### src/rtl/pmod_byte_deserializer.sv
// PMOD byte-stream receiver: reassembles NBYTES bytes (MSB first) into one word behind a one-word holding buffer.
// Optional zero-header checking is compiled in with `define PMOD_RX_HDR_CHECK_EN.
module pmod_byte_deserializer #(
    parameter int NBYTES    = 32,
    parameter int HDR_BYTES = 4,
    parameter int TIMEOUT   = 16
) (
    input  logic                  aclk,
    input  logic                  areset,
    input  logic [7:0]            pmod_input,
    input  logic                  pmod_valid,
    output logic [8*NBYTES-1:0]   word_tdata,
    output logic                  word_tvalid,
    input  logic                  word_tready,
    output logic                  frame_err,
    output logic [7:0]            led_output
);

    localparam int W   = 8 * NBYTES;
    localparam int BCW = $clog2(NBYTES);

    typedef enum logic [1:0] {
        IDLE = 2'd0,
`ifdef PMOD_RX_HDR_CHECK_EN
        HDR  = 2'd1,
`endif
        DATA = 2'd2
    } state_t;

    state_t           state_q, state_d;
    logic [W-1:0]     asm_q, asm_d;
    logic [BCW-1:0]   byteCnt_q, byteCnt_d;
    logic [7:0]       gapCnt_q, gapCnt_d;
    logic [W-1:0]     buf_q, buf_d;
    logic             bufValid_q, bufValid_d;
    logic             frameErr_q, frameErr_d;
    logic [3:0]       errCnt_q, errCnt_d;
    logic [3:0]       frameCnt_q, frameCnt_d;
`ifdef PMOD_RX_HDR_CHECK_EN
    localparam int HCW = $clog2(HDR_BYTES + 1);
    logic [HCW-1:0]   hdrCnt_q, hdrCnt_d;
`endif

    logic accept;
    logic shiftByte;
    logic complete;
    logic errEvt;

    assign accept = bufValid_q & word_tready;

    always_ff @(posedge aclk) begin
        if (areset) begin
            state_q    <= IDLE;
            asm_q      <= '0;
            byteCnt_q  <= '0;
            gapCnt_q   <= '0;
            buf_q      <= '0;
            bufValid_q <= 1'b0;
            frameErr_q <= 1'b0;
            errCnt_q   <= '0;
            frameCnt_q <= '0;
`ifdef PMOD_RX_HDR_CHECK_EN
            hdrCnt_q   <= '0;
`endif
        end else begin
            state_q    <= state_d;
            asm_q      <= asm_d;
            byteCnt_q  <= byteCnt_d;
            gapCnt_q   <= gapCnt_d;
            buf_q      <= buf_d;
            bufValid_q <= bufValid_d;
            frameErr_q <= frameErr_d;
            errCnt_q   <= errCnt_d;
            frameCnt_q <= frameCnt_d;
`ifdef PMOD_RX_HDR_CHECK_EN
            hdrCnt_q   <= hdrCnt_d;
`endif
        end
    end

    always_comb begin
        state_d    = state_q;
        asm_d      = asm_q;
        byteCnt_d  = byteCnt_q;
        gapCnt_d   = '0;
        buf_d      = buf_q;
        bufValid_d = bufValid_q;
        errCnt_d   = errCnt_q;
        frameCnt_d = frameCnt_q;
        shiftByte  = 1'b0;
        complete   = 1'b0;
        errEvt     = 1'b0;
`ifdef PMOD_RX_HDR_CHECK_EN
        hdrCnt_d   = hdrCnt_q;
`endif

        case (state_q)
            IDLE: begin
                if (pmod_valid) begin
`ifdef PMOD_RX_HDR_CHECK_EN
                    if (pmod_input != 8'h00) begin
                        errEvt = 1'b1;
                    end else if (HDR_BYTES == 1) begin
                        state_d = DATA;
                    end else begin
                        state_d  = HDR;
                        hdrCnt_d = HCW'(1);
                    end
`else
                    shiftByte = 1'b1;
`endif
                end
            end
`ifdef PMOD_RX_HDR_CHECK_EN
            HDR: begin
                if (pmod_valid) begin
                    if (pmod_input != 8'h00) begin
                        errEvt   = 1'b1;
                        state_d  = IDLE;
                        hdrCnt_d = '0;
                    end else if (hdrCnt_q == HCW'(HDR_BYTES - 1)) begin
                        state_d  = DATA;
                        hdrCnt_d = '0;
                    end else begin
                        hdrCnt_d = hdrCnt_q + HCW'(1);
                    end
                end
            end
`endif
            DATA: begin
                if (pmod_valid) begin
                    shiftByte = 1'b1;
                end
            end
            default: state_d = IDLE;
        endcase

        // Idle gap inside a frame; reaching TIMEOUT throws the partial frame away
        if (state_q != IDLE && !pmod_valid) begin
            gapCnt_d = gapCnt_q + 8'd1;
            if (gapCnt_q == 8'(TIMEOUT - 1)) begin
                errEvt    = 1'b1;
                state_d   = IDLE;
                gapCnt_d  = '0;
                byteCnt_d = '0;
`ifdef PMOD_RX_HDR_CHECK_EN
                hdrCnt_d  = '0;
`endif
            end
        end

        if (shiftByte) begin
            asm_d = {asm_q[W-9:0], pmod_input};
            if (byteCnt_q == BCW'(NBYTES - 1)) begin
                complete  = 1'b1;
                byteCnt_d = '0;
                state_d   = IDLE;
            end else begin
                byteCnt_d = byteCnt_q + BCW'(1);
                state_d   = DATA;
            end
        end

        if (accept) begin
            bufValid_d = 1'b0;
        end
        if (complete) begin
            frameCnt_d = frameCnt_q + 4'd1;
            if (!bufValid_q || accept) begin
                buf_d      = asm_d;
                bufValid_d = 1'b1;
            end else begin
                errEvt = 1'b1;
            end
        end

        frameErr_d = errEvt;
        if (errEvt && errCnt_q != 4'hF) begin
            errCnt_d = errCnt_q + 4'd1;
        end
    end

    assign word_tdata  = buf_q;
    assign word_tvalid = bufValid_q;
    assign frame_err   = frameErr_q;
    assign led_output  = {errCnt_q, frameCnt_q};

endmodule

### config.mk
export PLATFORM = sky130hd
export DESIGN_NAME = pmod_byte_deserializer
export DESIGN_NICKNAME = d
export VERILOG_FILES = /design/src/rtl/pmod_byte_deserializer.sv
export SDC_FILE = /design/constraint.sdc
export NUM_CORES = 1
export LEC_CHECK = 0
export ABC_AREA = 1
export CAP_MARGIN = 5
export CORE_ASPECT_RATIO = 1.4
export CORE_MARGIN = 10
export CORE_UTILIZATION = 25
export CTS_BUF_LIST = sky130_fd_sc_hd__clkbuf_8
export CTS_CLUSTER_DIAMETER = 120
export DETAILED_ROUTE_END_ITERATION = 10
export PLACE_DENSITY = 0.41
export SLEW_MARGIN = 20
export SYNTH_ARGS = -nofsm -noshare
export SYNTH_HDL_FRONTEND = slang
export SYNTH_SLANG_ARGS = --single-unit
### constraint.sdc
create_clock -name aclk -period 2.2 [get_ports aclk]
set_input_delay 0.33 -clock aclk [delete_from_list [all_inputs] [get_ports aclk]]
set_output_delay 0.33 -clock aclk [all_outputs]
set_load 0.01 [all_outputs]
======== Word-level counts from Yosys, hierarchy flattened ========
Cells that the tools add are included.
word-level totals
  output and inout port bits .............. 266
  bits in writable memories ............... 0
  bits in registers ....................... 537
  word-level logic and storage cells ...... 53
  memories kept ........................... 0
  ROM bits ................................ 0
  bits of input ports ..................... 12
  latch bits .............................. 0
cells by class
  div/mod/pow operators ................... 0
  add/sub/neg operators ................... 4
  bitwise operators ....................... 2
  multipliers ............................. 0
  eq/ne operators ......................... 4
  shift operators ......................... 0
  magnitude comparators ................... 0
  multiplexer cells ....................... 21
  reductions and logical operators ........ 13
operators with widths
  cell                   count
  $mux W256              1
  $mux W5                4
  $mux W1                11
  $mux W2                5
  $add A4 B1 Y4 const B  2
  $add A8 B1 Y8 const B  1
  $eq A8 B4 Y1 const B   1
  $reduce_bool A2 Y1     3
  $add A5 B1 Y5 const B  1
  $eq A5 B5 Y1 const B   1
  $ne A4 B4 Y1 const B   1
  $reduce_and A2 Y1      2
  $reduce_or A3 Y1       1
  $eq A2 B2 Y1 const B   1
  $logic_and A1 B1 Y1    2
  $logic_not A1 Y1       2
  $logic_not A2 Y1       1
  $reduce_or A2 Y1       1
  $and A1 B1 Y1          1
  $logic_or A1 B1 Y1     1
  $not A1 Y1             1

======== Logic depth before layout (Yosys ltp) ========
  depth after elaboration ................. 6
  mapped depth ............................ 12
  gate-level depth less buffers ........... 11

======== Worst setup path after synthesis ========
Ideal clock, no wire load.
  kind .................................... flip-flop to flip-flop
  from .................................... register byteCnt_q[0]
  to ...................................... register buf_q[86] (netlist: word_tdata[86])
  buffers on the path ..................... 2
  clock period less this slack ............ 1938 ps
  data arrival time ....................... 1792 ps
  slack ................................... 262 ps
  stages on the path, launching flop included .. 12
  setup time .............................. 146 ps
  cell sequence ........................... dfxtp_1 ha_1 inv_1 nor3_1 ha_1 inv_1 nor2_4 inv_2 nor2_8 buf_2 buf_2 a211oi_2
on the way
  cells in the longest elaborated chain, start to end .. 4
RTL lines
  element                      line  source
  start: declaration           32    logic [BCW-1:0] byteCnt_q, byteCnt_d;
  start signal: assignment     68    byteCnt_q <= byteCnt_d;
  $eq A5 B5 Y1                 154   if (byteCnt_q == BCW'(NBYTES - 1)) begin
  $mux W1                      154
  $mux W1                      152   if (shiftByte) begin
  $reduce_and A2 Y1 (no line)  -
  end signal: assignment       70    buf_q <= buf_d;
  end: declaration             34    logic [W-1:0] buf_q, buf_d;
Every way passes these cells.
A chain may end at the register's enable or synchronous reset.

======== Worst setup path in the final report ========
  from .................................... register byteCnt_q[1]
  to ...................................... register buf_q[71] (netlist: word_tdata[71])
The elaborated chain is that of the path after synthesis.

==> metrics.sh <==
STATUS='finished clean'
VIAS_POST_DR=15910
SYNTH_AREA_PER_CELL_UM2=8.734
DIE_WIDTH_UM=256.2
START_POINT_OF_THE_WORST_MIN_DELAY_PATH='pmod_input[2]'
MAXSLEWVIOLCOUNT=0
MAXIMUM_NUMBER_OF_PINS_ON_ONE_NET_BEFORE_GLOBAL_ROUTE_REPAIR=143
MULTI_INPUT_AREA_MM2=0.007523
WORST_SETUP_PATH_START_KIND='flop'
CTS_TREE='built'
WORST-ENDPOINT-REQUIRED_NS=2.80
PLACED_CELL_AREA_MM2=0.02382
GRT_PASS1_WL_MM=93.83
FINAL_LAYOUT_SIZE_SUFFIX_GT1_SHARE_PCT=17.27
PLACE_WORST_SETUP_SLACK_NS=-0.04869
POSTSYNTHNETCOUNT=2252
SYNTHARSTFLOPSHARE_PCT=0
ROUTE.DETAILED.VIAS_PER_INST=4.320
SYNTHESIS.INSTANCES=2235
CLOCK_LATENCY_NS=0.68
HOLD-PATH-ENDPOINT='asm_q[2]$_SDFF_PP0_'
SYNTH.FF_LATCH_COUNT=537
CLOCK-SINKS=537
CP_SLOWEST_STAGE_DELAY_NS=0.36
USE_MET1_PCT=16.24
POWER-PER-CELL-AREA_mW_PER_MM2=771.1
CTS.PATH.MAX_BUFFERS=3
ROUTE.DETAILED.DRC=0
ROUTE.DETAILED.WL_PER_INST_UM=17.27
REGTOREGENDPOINT='word_tdata[71]$_SDFFE_PP0P_'
WORSTSETUPPATHTYPE='flop to flop'
SYN_AREA_MM2=0.01952
FLOORPLAN.ROWS=121
PLACEABLECOREAREA_MM2=0.07767
SYNTH-EDFF-COUNT=0
CLOCK_TREE.HTREE_LEVEL_COUNT=3
GRT_MOST_USED_LAYER='met2'
CRITICAL_PATH.REG2REG.STARTPOINT='byteCnt_q[1]$_SDFFE_PP0P_'
GR-USAGE-ALL-LAYERS_PCT=13.20
USE_MET3_PCT=3.637
YS_WARN_COUNT=0
FINAL_REPORT_SETUP_VIOLATION_COUNT=0
GRT_USE_MET2_PCT=22.19
ROUTED_WL_MM=63.60
GP_CONGESTION=0.7418
GRT_ANTENNA_BEFORE_REPAIR=3
R2R_CELLS=14
FINAL-SEQ-AREA_MM2=0.01075
MAX-SLEW-MARGIN-REL_PCT=44.81
INITIALDRTVIOLATIONCOUNT=727
BOUNDARYPINS=278
FP.DIEAREA_MM2=0.08982
VDD.IR_DROP.WORST_mV=0.4132
FINAL_DESIGN_AREA_NO_FILL_MM2=0.02662
CLK_SLEW_ON_WORST_S_H_PATHS_NS=0.06
FINALHOLDVIOLATIONS=0
LAYOUT.CELLS.MOST_COMMON='dfxtp_1'
LAYOUT.CELLS.MOST_COMMON_LIST='dfxtp_1, nor2_1, nand2_1'
CRITPATHARRIVALTIME_NS=2.76
BUFFER_PORTS.INSERTED=277
CAP_VIOLATIONS=0
SYNTHFLOPTYPE='dfxtp_1'
FILL_CELL_INSTANCE_COUNT_OF_THE_FINAL_LAYOUT=8046
DETAIL_ROUTE.FIRST_PASS.ITERATIONS=5
CTS_MADE_BUFFERS=91
TOTAL_LEAKAGE_POWER_nW=10.04
FINAL_WORST_PATH_CYCLE_SHARE_PCT=98.26
TIGHTEST_SLEW_NS=0.8279
FLOW.AREA_GROWTH_FROM_SYNTHESIS_PCT=36.36
GRT.OVERFLOW.TOTAL=0
WORST_HOLD_PATH.NUM_CELLS=3
FINAL_CRITICAL_PATH_SETUP_SLACK_NS=0.03824
R2R_SLACK_NS=0.04
CRITPATHCAPTURETYPE='flop'
MIN_CYCLE_TIME_LAYOUT_NS=2.162
WORSTHOLDPATHTYPE='input port to flop'
YOSYSUNIQUECELLTYPES=29
CRIT_CHAIN='ha_4 -> inv_2 -> nor3_2 -> ha_2 -> inv_2 -> nor2_4 -> inv_4 -> nor2_8 -> buf_12 -> buf_12 -> clkbuf_16 -> buf_8 -> nor2_2 -> a211oi_2'
PATH_MAX_FANOUT=8
RSZ0062_AT_GRT='true'
DP_HPWL_MM=41.99
DIE_HEIGHT_UM=350.6
FIN_SKEW_NS=0.01955
CLK_ROOT_BUFFER_CELL='clkbuf_8'
MAX_FREQ_GHz=0.4626
FIRST_GLOBAL_VIAS=15690
FINISH.NET_COUNT=2583
CPMAXSTAGEDELAYCELL='dfxtp_2'
ROUTE.ANTENNA.REMAINING_NETS=0
INITIAL_CORE_UTIL_PCT=25.13
PROPORTION_OF_SYNTHESIZED_CHIP_AREA_IN_SEQUENTIAL_CELLS_PCT=55.07
## per-layer routing
layer	vias up	wire [um]	part of all wire, %
met2	364	30890	49
met1	7413	28060	44
met4	0	1035	1.6
met5	-	0	0
li1	8046	-	-
met3	82	3622	5.7
## sequential cells by signal, indices dropped and copies added (netlist names)
name	count
asm_q	256
byteCnt_q	5
errCnt_q	4
frameCnt_q	4
frame_err	1
gapCnt_q	8
state_q	2
word_tdata	256
word_tvalid	1
## power breakdown
group | switching [mW] | internal (mW)
registers | 0.120 | 10.0
clock network | 4.12 | 4.98
logic | 0.903 | 0.380
total | 5.14 | 15.4
## through the flow
| stage | hold slack (ns) | util (%) | TNS, ns | cells | power (mW) |
|---|---|---|---|---|---|
| floorplan | 0.4175 | - | 0 | 2235 | 11.18 |
| global placement | 0.4319 | 30.67 | -0.01440 | 3472 | 11.65 |
| detailed placement | 0.4388 | 30.67 | -0.5719 | 3472 | 11.66 |
| CTS | 0.2862 | 33.23 | -0.03189 | 3639 | 20.93 |
| global route | 0.3447 | 34.27 | -2.218 | 3682 | 21.53 |
| finish | 0.3668 | 34.27 | 0 | 3682 | 20.53 |
## how the worst max path moves through the flow
stage          cells past startpoint                            to                       from  slack, ns
2_1_floorplan                     11   word_tdata[86]$_SDFFE_PP0P_  byteCnt_q[0]$_SDFFE_PP0P_       0.26
3_3_place_gp                       6  word_tdata[243]$_SDFFE_PP0P_                 pmod_valid     -0.006
3_5_place_dp                       9   word_tdata[96]$_SDFFE_PP0P_                 pmod_valid      -0.05
4_1_cts                           12  word_tdata[163]$_SDFFE_PP0P_  byteCnt_q[0]$_SDFFE_PP0P_      -0.02
5_1_grt                           14   word_tdata[71]$_SDFFE_PP0P_  byteCnt_q[1]$_SDFFE_PP0P_      -0.08
6_report                          14   word_tdata[71]$_SDFFE_PP0P_  byteCnt_q[1]$_SDFFE_PP0P_       0.04
## kinds of logic (layout without fill, tap and decap cells)
family	after synthesis	count (layout)	synth area share, %
and+or+nand+nor	836	836	16.41
DFF	537	537	55.07
AOI/OAI and AO/OA	533	533	21.13
buffers and inverters	318	718	6.826
adders and majority gates	5	5	0.3205
xor gates and xnor gates	5	5	0.2244
other	1	3	0.01921
## critical path, delay by kind of cell (launching register included)
kind	cells	cell delay, ns
and+or+nand+nor	4	0.46
AOI/OAI and AO/OA	1	0.19
buffers and inverters	7	0.72
adders and majority gates	2	0.36
DFF	1	0.36
## synth_stat cells (3+ instances only)
cell type,instances,share of area [%]
buf_4,15,0.58
xor2_1,3,0.13
nor2_1,530,10
ha_1,5,0.32
nand2_1,280,5.4
a211oi_1,94,3.6
o21ai_0,260,6.7
buf_2,54,1.4
a211oi_2,162,10
or2_2,5,0.16
inv_1,143,2.7
a21oi_1,15,0.38
dfxtp_1,537,55
buf_1,3,0.058
inv_2,3,0.058
clkbuf_1,97,1.9
nand3_1,14,0.36
## repair_timing
item                                    in CTS  in global routing
hold buffers                                 1                  0
setup buffers                                1                 26
hold endpoints to repair                    19                  0
endpoints found under the setup margin       7                243
gates resized for setup                      6                 51
cloned                                       3                 17
pin swaps                                    0                  9
## layout make-up
type | count | share of cell area [%]
Clock inverter | 45 | 0.9026
Antenna cell | 2 | 0.01880
Timing Repair Buffer | 409 | 17.34
Clock buffer | 117 | 6.050
Multi-Input combinational cell | 1380 | 28.27
Sequential cell | 537 | 40.40
Inverter | 147 | 2.111
Tap cell | 1045 | 4.912
Note: power is estimated with default switching activity, not from simulation.
==> RTL edit (same settings) <==
`buf_q` no longer has a reset.
--- a/src/rtl/pmod_byte_deserializer.sv
+++ b/src/rtl/pmod_byte_deserializer.sv
@@ -54,7 +54,6 @@
             asm_q      <= '0;
             byteCnt_q  <= '0;
             gapCnt_q   <= '0;
-            buf_q      <= '0;
             bufValid_q <= 1'b0;
             frameErr_q <= 1'b0;
             errCnt_q   <= '0;
@@ -67,7 +66,6 @@
             asm_q      <= asm_d;
             byteCnt_q  <= byteCnt_d;
             gapCnt_q   <= gapCnt_d;
-            buf_q      <= buf_d;
             bufValid_q <= bufValid_d;
             frameErr_q <= frameErr_d;
             errCnt_q   <= errCnt_d;
@@ -76,6 +74,10 @@
             hdrCnt_q   <= hdrCnt_d;
 `endif
         end
+    end
+
+    always_ff @(posedge aclk) begin
+        buf_q <= buf_d;
     end
 
     always_comb begin
Formal check against the unedited RTL: same outputs for any inputs over 10 cycles, from zero or initial values and one cycle with areset high; that may be too few to reach the edited logic, so the function may still have changed.
==> RTL edit against the unedited design <==
  * Routed wire length shrank 16%
  * Maximum frequency is 4.8% higher
  * Global-route usage down 1.1 points
  * Clock skew is 0.012 ns higher
  * First-iteration DRC count is 26% lower
  * Area after synthesis down 5.1%
  * Setup slack better by 0.10 ns
  * Sequential cell count stayed put
  * Design area decreased by 8.2%
  * Critical path type is now flop to output pin
  * Highest routed layer unchanged
Power is not compared: it rests on default switching activity, and its combinational part moved more than twofold at a synthesized area within 25%.
==> RTL edit: results (changes against the unedited design) <==
[cells_and_area]
drive_above_1_share=0.0858  ; -0.0869
instances_no_fill=3129  ; -15%
layout.nets=2108  ; -18%
fill_cells=7498  ; -6.8%

[critical_path]
cp_max_fo=5  ; -3
reg2reg_depth=10  ; -4
cp_top_family=buffers and inverters
cp_slowest_cell=clkdlybuf4s50_1
rr_startpoint=byteCnt_q[0]
timing.rr.end=word_tdata[251]
crit_arrival_ns=1.73  ; -1.03 ns
worstSetupStartpoint=errCnt_q[0]
crit_end=led_output[4]
max_stage_delay_ns=0.66  ; +0.30 ns
r2r_setup_slack_ns=0.17  ; +0.13 ns

[routing]
dr.first_iter.drc_count=541  ; -26%
wire_per_inst_um=17.0  ; -1.3%
viasPerCell=4.22  ; -2.4%
dr.pass1.iters=5  ; unchanged

[synthesis]
postSynth.asyncResetShare=0  ; unchanged
synthCells=1764  ; -21%
seq_area_frac_synth=0.719  ; +0.168
ys_warn_count=0  ; unchanged
synthTopCellsByArea=edfxtp_1 41%, dfxtp_1 30%, nand2_1 16%
synth_commonest_cells=793 x nand2_1, 281 x dfxtp_1, 270 x a21oi_1, 256 x edfxtp_1, 44 x buf_2
synth_edf_count=256  ; +256
synth_cell_types=25  ; -14%
syn-cell-area_um2=18500  ; -5.1%

[global_route]
grt_util_met3=0.0406  ; +0.00425
grt_antenna_before_repair=1  ; -2
gr-usage-met2=0.199  ; -0.0225
grt_pass1_wl_um=80700  ; -14%
use_met1=0.146  ; -0.0165
grt_max_degree=156  ; +9.1%
grt_use_total=0.121  ; -0.0111
grt_pass1_vias=13359  ; -15%

[clock_tree]
post_cts_buffers=0  ; -1
cts_buffers=89  ; -2.2%
cts.repair.resized=0  ; -6
path_clk_slew_ns=0.06  ; about the same
clock-root-buffer=clkbuf_8
cts.htree.levels=3  ; unchanged
clk_path_buf_depth=3  ; unchanged
worstSkewPairLatency_ns=0.67

[placed_design]
place_ws_ns=-0.0345  ; +0.0142 ns
routabilityCongestion=0.739  ; -0.34%
placed_cells=2960  ; -15%
portBuffers=277  ; unchanged
place.detailed.hpwl_um=35900  ; -15%

[sta]
finalHoldViolCount=0  ; unchanged
tightestPinTransition_ns=0.761  ; -0.0665 ns
period_needed_ns=2.06  ; -0.0996 ns
fin_skew_ns=0.0318  ; +0.0123 ns

[hold_path]
hp-class=input pin to flop

[outcome]
outcome=finished clean

[power_and_ir_drop]
peakVddDrop_uv=357
switchingPower_w=0.00446
p_leak_nw=9.69

RTL edit: cell types whose count changed in the layout (fill, tap and decap cells not counted), moves of 11 or more:
cell       delta
a211oi_1     -84
a211oi_2    -172
a21oi_1     +255
buf_16       -11
buf_4        -44
buf_6        -11
clkbuf_16    -14
clkbuf_8     -14
dfxtp_1     -256
edfxtp_1    +256
inv_1       -125
nand2_1     +513
nor2_1      -509
o21ai_0     -258
RTL edit: routing by layer:
metal / vias to the layer above / share of wire
met3: 73 / 0.067
li1: 6535 / -
met4: 0 / 0.018
met1: 6240 / 0.44
met5: - / 0
met2: 342 / 0.48
RTL edit: how the worst min path moves through the flow:
| stage | start | endpoint | slack, ns | cells after the start |
|---|---|---|---|---|
| 4_1_cts | areset | word_tvalid | 0.08 | 3 |
| 6_report | areset | word_tvalid | 0.16 | 3 |
| 5_1_grt | areset | word_tvalid | 0.12 | 3 |
| 2_1_floorplan | gapCnt_q[0] | gapCnt_q[0] | 0.42 | 1 |
| 3_3_place_gp | gapCnt_q[0] | gapCnt_q[0] | 0.43 | 1 |
| 3_5_place_dp | gapCnt_q[0] | gapCnt_q[0] | 0.44 | 1 |
RTL edit: kinds of logic after synthesis:
family | after synthesis | synth area share
and+or+nand+nor | 836 | 0.172
other | 1 | 0.000202
adders and majority gates | 5 | 0.00338
DFF | 537 | 0.719
buffers and inverters | 103 | 0.0281
AOI/OAI and AO/OA | 274 | 0.0743
xor gates and xnor gates | 8 | 0.00378
RTL edit: through the flow:
stage / hold slack, ns / instance area [um2]
floorplan: 0.418 / 18600
global placement: 0.433 / 22700
detailed placement: 0.439 / 22700
CTS: 0.0802 / 24400
global route: 0.125 / 24400
finish: 0.161 / 24400
RTL edit: final cells by class:
class / instances / area (um2) / area share
inverters: 17 / 71.3 / 0.00292
diodes: 1 / 2.50 / 0.000102
multi-input cells: 1124 / 4730 / 0.194
repair buffers: 322 / 3400 / 0.139
well taps: 960 / 1200 / 0.0491
flip-flops and latches: 537 / 13300 / 0.545
clock inverters: 65 / 297 / 0.0121
clock buffers: 103 / 1420 / 0.0580
RTL edit: power groups by stage:
stage	Combinational [W]	Clock, W	Sequential (W)
after CTS	0.000428	0.00885	0.0104
after detailed placement	0.000426	0	0.0106
after global routing	0.000455	0.00929	0.0104
after global placement	0.000425	0	0.0106
final	0.000412	0.00845	0.0104
after floorplan	0.000260	0	0.0106
